$ cat src/rtl/ecc_pkg.sv
// Shared SECDED code definitions for the 64-bit ECC encoder and decoder.
// Latency: n/a (constants and pure functions only).
// Backpressure: n/a.
package ecc_pkg;

    localparam int DATA_WIDTH   = 64;
    localparam int ECC_WIDTH    = 8;
    localparam int PARITY_WIDTH = 7;
    localparam int CODE_WIDTH   = 72;

    // Hamming position of data bit idx; each range skips the check-bit
    // slots (powers of two) that precede it.
    function automatic logic [6:0] data_pos(input int idx);
        int p;
        if (idx < 1)       p = idx + 3;
        else if (idx < 4)  p = idx + 4;
        else if (idx < 11) p = idx + 5;
        else if (idx < 26) p = idx + 6;
        else if (idx < 57) p = idx + 7;
        else               p = idx + 8;
        return p[6:0];
    endfunction

    // Data bits whose Hamming position has bit i set, i.e. the bits covered by p_i.
    function automatic logic [DATA_WIDTH-1:0] cov_mask(input int i);
        logic [DATA_WIDTH-1:0] m;
        logic [6:0]            pos;
        m = '0;
        for (int d = 0; d < DATA_WIDTH; d++) begin
            pos  = data_pos(d);
            m[d] = pos[i];
        end
        return m;
    endfunction

endpackage

$ cat src/rtl/ecc_syndrome.sv
// Combinational Hamming syndrome and overall parity over a 64+8 bit codeword.
// Latency: 0 cycles (pure combinational).
// Backpressure: none; no state.
module ecc_syndrome
    import ecc_pkg::*;
(
    input  logic [DATA_WIDTH-1:0]   data,
    input  logic [ECC_WIDTH-1:0]    ecc,
    output logic [PARITY_WIDTH-1:0] s,
    output logic                    ov
);

    // Each syndrome bit re-derives p_i from the data and compares it to the received one.
    always_comb begin
        s = '0;
        for (int i = 0; i < PARITY_WIDTH; i++) begin
            s[i] = ecc[i] ^ (^(data & cov_mask(i)));
        end
        ov = (^data) ^ (^ecc);
    end

endmodule

$ cat src/rtl/ecc_dec.sv
// Two-stage SECDED decoder: syndrome, single-bit correction, double-bit detect, stats.
// Latency: 2 cycles from input handshake to out_valid; 1 word/cycle throughput.
// Backpressure: both stages advance only when the output slot is empty or consumed.
module ecc_dec
    import ecc_pkg::*;
#(
    parameter int CNT_WIDTH = 16
)
(
    input  logic                  clk,
    input  logic                  rst,
    input  logic                  in_valid,
    output logic                  in_ready,
    input  logic [DATA_WIDTH-1:0] in_data,
    input  logic [ECC_WIDTH-1:0]  in_ecc,
    output logic                  out_valid,
    input  logic                  out_ready,
    output logic [DATA_WIDTH-1:0] out_data,
    output logic                  out_ce,
    output logic                  out_ue,
    output logic [7:0]            out_syndrome,
    input  logic                  cnt_clr,
    output logic [CNT_WIDTH-1:0]  cnt_ce,
    output logic [CNT_WIDTH-1:0]  cnt_ue,
    output logic                  ue_log_valid,
    output logic [7:0]            ue_log_syndrome
);

    logic                    adv;
    logic                    hs;
    logic [PARITY_WIDTH-1:0] s_raw;
    logic                    ov_raw;

    logic                    s1_vld;
    logic [DATA_WIDTH-1:0]   s1_data;
    logic [PARITY_WIDTH-1:0] s1_s;
    logic                    s1_ov;

    logic [DATA_WIDTH-1:0]   flip;
    logic                    ce_c;
    logic                    ue_c;

    ecc_syndrome u_syn (
        .data (in_data),
        .ecc  (in_ecc),
        .s    (s_raw),
        .ov   (ov_raw)
    );

    assign adv      = !out_valid || out_ready;
    assign in_ready = adv && !rst;
    assign hs       = out_valid && out_ready;

    // Stage 1: capture raw data with its syndrome; holds while stalled.
    always_ff @(posedge clk) begin
        if (rst) begin
            s1_vld  <= 1'b0;
            s1_data <= '0;
            s1_s    <= '0;
            s1_ov   <= 1'b0;
        end else if (adv) begin
            s1_vld  <= in_valid;
            s1_data <= in_data;
            s1_s    <= s_raw;
            s1_ov   <= ov_raw;
        end
    end

    // Classify: with odd overall parity every syndrome below 72 is a single error
    // (0 = overall bit, power of two = check bit, otherwise a data position).
    always_comb begin
        flip = '0;
        for (int d = 0; d < DATA_WIDTH; d++) begin
            flip[d] = s1_ov && (s1_s == data_pos(d));
        end
        ce_c = s1_ov && (s1_s < 7'd72);
        ue_c = (s1_ov && (s1_s >= 7'd72)) || (!s1_ov && (s1_s != '0));
    end

    // Stage 2: register corrected word and flags; held stable during a stall.
    always_ff @(posedge clk) begin
        if (rst) begin
            out_valid    <= 1'b0;
            out_data     <= '0;
            out_ce       <= 1'b0;
            out_ue       <= 1'b0;
            out_syndrome <= '0;
        end else if (adv) begin
            out_valid    <= s1_vld;
            out_data     <= s1_data ^ flip;
            out_ce       <= s1_vld && ce_c;
            out_ue       <= s1_vld && ue_c;
            out_syndrome <= {s1_ov, s1_s};
        end
    end

    // Saturating error counters, counted on the output handshake; clear has priority.
    always_ff @(posedge clk) begin
        if (rst || cnt_clr) begin
            cnt_ce <= '0;
            cnt_ue <= '0;
        end else if (hs) begin
            if (out_ce && (cnt_ce != {CNT_WIDTH{1'b1}})) cnt_ce <= cnt_ce + 1'b1;
            if (out_ue && (cnt_ue != {CNT_WIDTH{1'b1}})) cnt_ue <= cnt_ue + 1'b1;
        end
    end

    // First-uncorrectable log: sticky until cleared, never overwritten by later UEs.
    always_ff @(posedge clk) begin
        if (rst || cnt_clr) begin
            ue_log_valid    <= 1'b0;
            ue_log_syndrome <= '0;
        end else if (hs && out_ue && !ue_log_valid) begin
            ue_log_valid    <= 1'b1;
            ue_log_syndrome <= out_syndrome;
        end
    end

endmodule
$ cat config.mk
export PLATFORM = sky130hd
export DESIGN_NAME = ecc_dec
export DESIGN_NICKNAME = d
export VERILOG_FILES = /design/src/rtl/ecc_pkg.sv /design/src/rtl/ecc_syndrome.sv /design/src/rtl/ecc_dec.sv
export SDC_FILE = /design/constraint.sdc
export NUM_CORES = 1
export LEC_CHECK = 0
export BUFFER_PORTS_ARGS = -buffer_cell sky130_fd_sc_hd__buf_2
export CAP_MARGIN = 15
export CORE_AREA = 4 4 145 119
export DETAILED_ROUTE_END_ITERATION = 8
export DIE_AREA = 0 0 149 123
export PLACE_DENSITY = 0.91
export SYNTH_ARGS = -nofsm -noshare
export SYNTH_HDL_FRONTEND = slang
export SYNTH_SLANG_ARGS = --single-unit
$ cat constraint.sdc
create_clock -name clk -period 7.2 [get_ports clk]
set_input_delay 2.16 -clock clk [delete_from_list [all_inputs] [get_ports clk]]
set_output_delay 2.16 -clock clk [all_outputs]
set_load 0.01 [all_outputs]
## After elaboration in Yosys (flattened, before gate mapping)

Cells that the tools add are included.

| cells by class | value |
|---|---|
| $add $sub $neg | 2 |
| $lt $le $gt $ge | 2 |
| eq/ne operators | 66 |
| bitwise logic cells | 9 |
| reductions and logical operators | 94 |

Operators with widths:

| operator | number |
|---|---|
| 64-bit XOR reduction | 8 |
| 7-bit by 6-bit == test with 1-bit output, second input constant | 31 |
| 7-bit by 5-bit == test with 1-bit output, second input constant | 15 |
| 1-bit logical AND | 75 |
| 64-bit bitwise XOR | 1 |
| 7-bit by 4-bit == test with 1-bit output, second input constant | 7 |
| 7-bit == test, second input constant | 7 |
| 16-bit by 1-bit adder with 16-bit output, second input constant | 2 |
| 16-bit != test, second input constant | 2 |
| 7-bit by 3-bit == test with 1-bit output, second input constant | 3 |
| 8-bit XOR reduction | 1 |
| 1-bit bitwise XOR | 8 |
| 7-bit by 2-bit == test with 1-bit output, second input constant | 1 |
| 7-bit >= comparator, second input constant | 1 |
| 7-bit < comparator, second input constant | 1 |
| 7-bit nonzero test | 1 |
| 1-bit logical NOT | 4 |
| 2-bit AND reduction | 2 |
| 1-bit logical OR | 3 |

| storage, ports and cells | value |
|---|---|
| flip-flop bits (word level) | 189 |
| bits of input ports | 77 |
| output and inout port bits | 117 |

## Depth between registers and ports, before layout

| logic depth | value |
|---|---|
| depth after elaboration | 4 |
| mapped depth | 7 |

## Cells and area by module

A second synthesis with hierarchy kept.

| unflattened totals | value |
|---|---|
| cell total of the unflattened synthesis | 1127 |
| area total of the unflattened synthesis | 9517.9 um2 |

Modules (own cells, without submodules):

| module | instances | cells each | area each (um2) |
|---|---|---|---|
| ecc_dec | 1 | 1004 | 8115.3 |
| ecc_syndrome | 1 | 123 | 1402.6 |

## Worst setup path before layout

No wires, ideal clock.

| timing path | value |
|---|---|
| kind | input to output |
| from | in rst |
| to | out in_ready |
| arrival | 2.971 ns |
| data required time | 5.040 ns |
| path slack | 2.069 ns |
| stages on the path | 4 |
| path buffers | 3 |
| cells stage by stage | clkbuf_1 clkbuf_1 clkbuf_1 nor2_1 |

| between the ends | value |
|---|---|
| cells in the longest elaborated chain, start to end | 2 |

RTL lines:

| element | RTL line | RTL |
|---|---|---|
| start, declared | ecc_dec.sv:11 | `input logic rst,` |
| 1-bit logical NOT | ecc_dec.sv:51 | `assign in_ready = adv && !rst;` |
| 1-bit logical AND | ecc_dec.sv:51 |  |
| end, declared | ecc_dec.sv:13 | `output logic in_ready,` |

Every way passes these cells.

## Final worst setup path

| timing path | value |
|---|---|
| from | in out_ready |
| to | out in_ready |

| between the ends | value |
|---|---|
| cells in the longest elaborated chain, start to end | 2 |

RTL lines:

| element | RTL line | RTL |
|---|---|---|
| start, declared | ecc_dec.sv:17 | `input logic out_ready,` |
| 1-bit logical OR | ecc_dec.sv:50 | `assign adv = !out_valid \|\| out_ready;` |
| 1-bit logical AND | ecc_dec.sv:51 |  |

Every way passes these cells.

==> impl_metrics.sql <==
INSERT INTO impl_metrics (metric_group, metric, value, unit) VALUES
('critical_path', 'worst_path_maximum_fanout', '5', ''),
('critical_path', 'crit_path_end_kind', 'output port', ''),
('floorplanning', 'die_height', '123', 'microns'),
('clock_network', 'postCtsResizedCells', '0', ''),
('pwr', 'total_leakage_power', '4.47', 'nW'),
('floorplanning', 'chipWidth', '149', 'microns'),
('clock_network', 'clk_transition_reported_paths', '60', 'ps'),
('cells_and_area', 'net_count_of_the_finished_layout', '1319', ''),
('floorplanning', 'ioPinCount', '194', ''),
('clock_network', 'clock_insertion_delay_worst_skew', '430', 'ps'),
('critical_path', 'cpPeakStageDelay', '430', 'ps'),
('critical_path', 'worst_ep_arrival_time', '3020', 'ps'),
('run', 'maxCapViolations', '0', ''),
('drt', 'post_drt_via_cell_ratio', '5.81', ''),
('global_route', 'grt_overflow_total', '0', ''),
('timing', 'drv_slew', '0', ''),
('floorplanning', 'floorplan.core_area', '15700', 'sq um'),
('cells_and_area', 'area_grow_syn2layout', '17.2', '%'),
('cells_and_area', 'post_route_cells_drive_above_1_share', '0.189', ''),
('critical_path', 'worst-endpoint-required', '5040', 'ps'),
('global_route', 'grt.total_usage', '0.278', ''),
('run_status', 'status', 'finished, final reports clean', ''),
('floorplanning', 'start_util', '0.582', ''),
('clock_network', 'clock_sinks', '189', ''),
('placement', 'dp_hpwl', '18.6', 'mm'),
('synthesis', 'synthTopCellsByArea', 'dfxtp_1 41%, xnor2_1 10%, nand2_1 8.5%', ''),
('placement', 'globalplace.congestion', '0.955', ''),
('floorplanning', 'dieArea', '18300', 'sq um'),
('synthesis', 'synthesis.nets', '1174', ''),
('drt', 'detail_route.wl_per_cell', '17.8', 'microns'),
('pwr', 'worst_ir_drop_vdd', '0.184', 'mV'),
('critical_path', 'crit_chain', 'buf_2 > nor2b_4 > nor2_1 > buf_2', ''),
('cells_and_area', 'antennaDiodeCount', '0', ''),
('clock_network', 'cts_hold_buffers_added', '0', ''),
('synthesis', 'synth_top_area_frac', '0.414', ''),
('synthesis', 'synth.avg_cell_area', '8.35', 'sq um'),
('global_route', 'grt_pass1_wl', '39.9', 'mm'),
('clock_network', 'tritoncts', 'built', ''),
('clock_network', 'cts_root_buf', 'clkbuf_16', ''),
('timing', 'rsz0062_at_grt', 'no', ''),
('timing', 'max_slew_margin', '0.361', ''),
('synthesis', 'fraction_of_the_yosys_area_taken_by_sequential_cells', '0.414', ''),
('timing', 'timing_hold_violations_final', '0', ''),
('worst_hold_path', 'hold_path_class', 'register to register', ''),
('synthesis', 'synth_edf_count', '0', ''),
('global_route', 'antenna_found_initial', '2', ''),
('cells_and_area', 'filler_cell_count', '1243', ''),
('timing', 'final.period_utilization', '0.719', ''),
('clock_network', 'htree_levels', '4', ''),
('global_route', 'pin_count_of_the_biggest_net_entering_global_routing', '127', ''),
('clock_network', 'cts_made_buffers', '17', ''),
('placement', 'worst_slack_at_placement', '2120', 'ps'),
('drt', 'drc_errors', '0', ''),
('drt', 'first_pass_iters', '5', ''),
('timing', 'clock-skew-final', '11.5', 'ps'),
('critical_path', 'timing.critical_path.from_type', 'input pin', ''),
('drt', 'routed_wirelength', '26.2', 'mm'),
('global_route', 'first_global_vias', '7608', ''),
('synthesis', 'netlist-cell-type-count', '43', ''),
('critical_path', 'crit_path_frequent_cell', 'buf_2', ''),
('timing', 'clock.fmax', '193', 'MHz'),
('clock_network', 'clockBufferDepth', '2', ''),
('synthesis', 'post_synthesis_cell_type_with_the_largest_combined_area', 'dfxtp_1', ''),
('critical_path', 'critPathKind', 'input pin to output port', ''),
('floorplanning', 'std_cell_rows', '41', ''),
('synthesis', 'yosysWarnings', '0', ''),
('cells_and_area', 'area_taken_by_multi_input_logic_gates', '5090', 'sq um'),
('timing', 'final.setup.tns', '0', 'ps'),
('synthesis', 'asyncSetResetFlopFracSynth', '0', ''),
('drt', 'ant_nets', '0', ''),
('timing', 'worst_slack', '2020', 'ps');
[cell type report]
cell class / instances / share of cell area
multi-input cells: 831 / 0.475
flip-flops and latches: 189 / 0.353
inverters: 4 / 0.00140
well taps: 215 / 0.0251
clock inverters: 11 / 0.00782
clock buffers: 21 / 0.0430
repair buffers: 197 / 0.0943
[synthesized netlist by cell type (2+ instances only)]
library cell	count
nand3b_1	2
o21ai_0	45
a311oi_1	42
nand3_1	18
nor3b_1	3
and3b_1	2
dfxtp_1	189
nand4_1	10
a211oi_1	27
or2_2	2
and2_1	2
ha_1	2
clkbuf_1	70
nor2b_1	6
nand2_1	208
nor4_1	3
nor3_1	7
nor2_1	119
xnor3_1	14
and3_1	5
a21oi_1	87
inv_1	4
or3_1	45
nand2b_1	5
and4_1	3
xnor2_1	107
xor2_1	52
[critical path, delay by kind of cell]
kind,cells,cell delay [ps]
simple gates,2,480
buf+inv,2,380
[per-layer routing]
metal	global-route usage	vias to the layer above	wire, microns
li1	-	4023	-
met1	0.373	3978	10600
met2	0.420	444	11600
met3	0.0850	83	3120
met4	0.117	4	885
met5	0	-	21
[worst paths after layout]
| kind | from | to | slack, ps | cells after the start |
|---|---|---|---|---|
| hold / removal | s1_data[2] | s1_data[2] | 460 | 2 |
| setup / recovery | out_ready | in_ready | 2020 | 4 |
| hold reg to reg | s1_data[2] | s1_data[2] | 460 | 2 |
| setup reg to reg | s1_s[3] | out_data[20] | 5040 | 4 |
[logic make-up (layout without fill, tap and decap cells)]
group	after synthesis	after routing	share of synthesized area
AO/OA/AOI/OAI	208	208	0.142
XOR/XNOR	177	177	0.197
adder cells (fa/ha/maj)	2	2	0.00274
buffers and inverters	75	233	0.0308
flip-flops	189	189	0.414
multiplexers	1	1	0.00109
AND/OR/NAND/NOR	443	443	0.213
[metrics by stage]
stage | hold slack (ps) | cell area, sq um | instances | utilization | power, mW
floorplan | 437 | 9140 | 1095 | - | 1.77
global placement | 441 | 10200 | 1436 | 0.648 | 1.94
detailed placement | 448 | 10200 | 1436 | 0.648 | 1.96
CTS | 458 | 10700 | 1468 | 0.683 | 2.84
global route | 481 | 10700 | 1468 | 0.683 | 2.96
finish | 457 | 10700 | 1468 | 0.683 | 2.84
[power breakdown]
part / internal [mW] / leakage [nW] / total (mW) / switching, mW
logic: 0.360 / 2.65 / 0.743 / 0.383
clock network: 0.465 / 0.269 / 0.881 / 0.416
registers: 1.12 / 1.55 / 1.22 / 0.0985
[sequential cells by signal, indices dropped and copies added (netlist names)]
name and cells:
out_syndrome 8, out_data 64, out_valid 1, s1_vld 1
cnt_ce 16, out_ce 1, cnt_ue 16, s1_ov 1
out_ue 1, s1_s 7, s1_data 64, ue_log_syndrome 8
ue_log_valid 1
No activity file was read; power rests on OpenSTA's default activity.
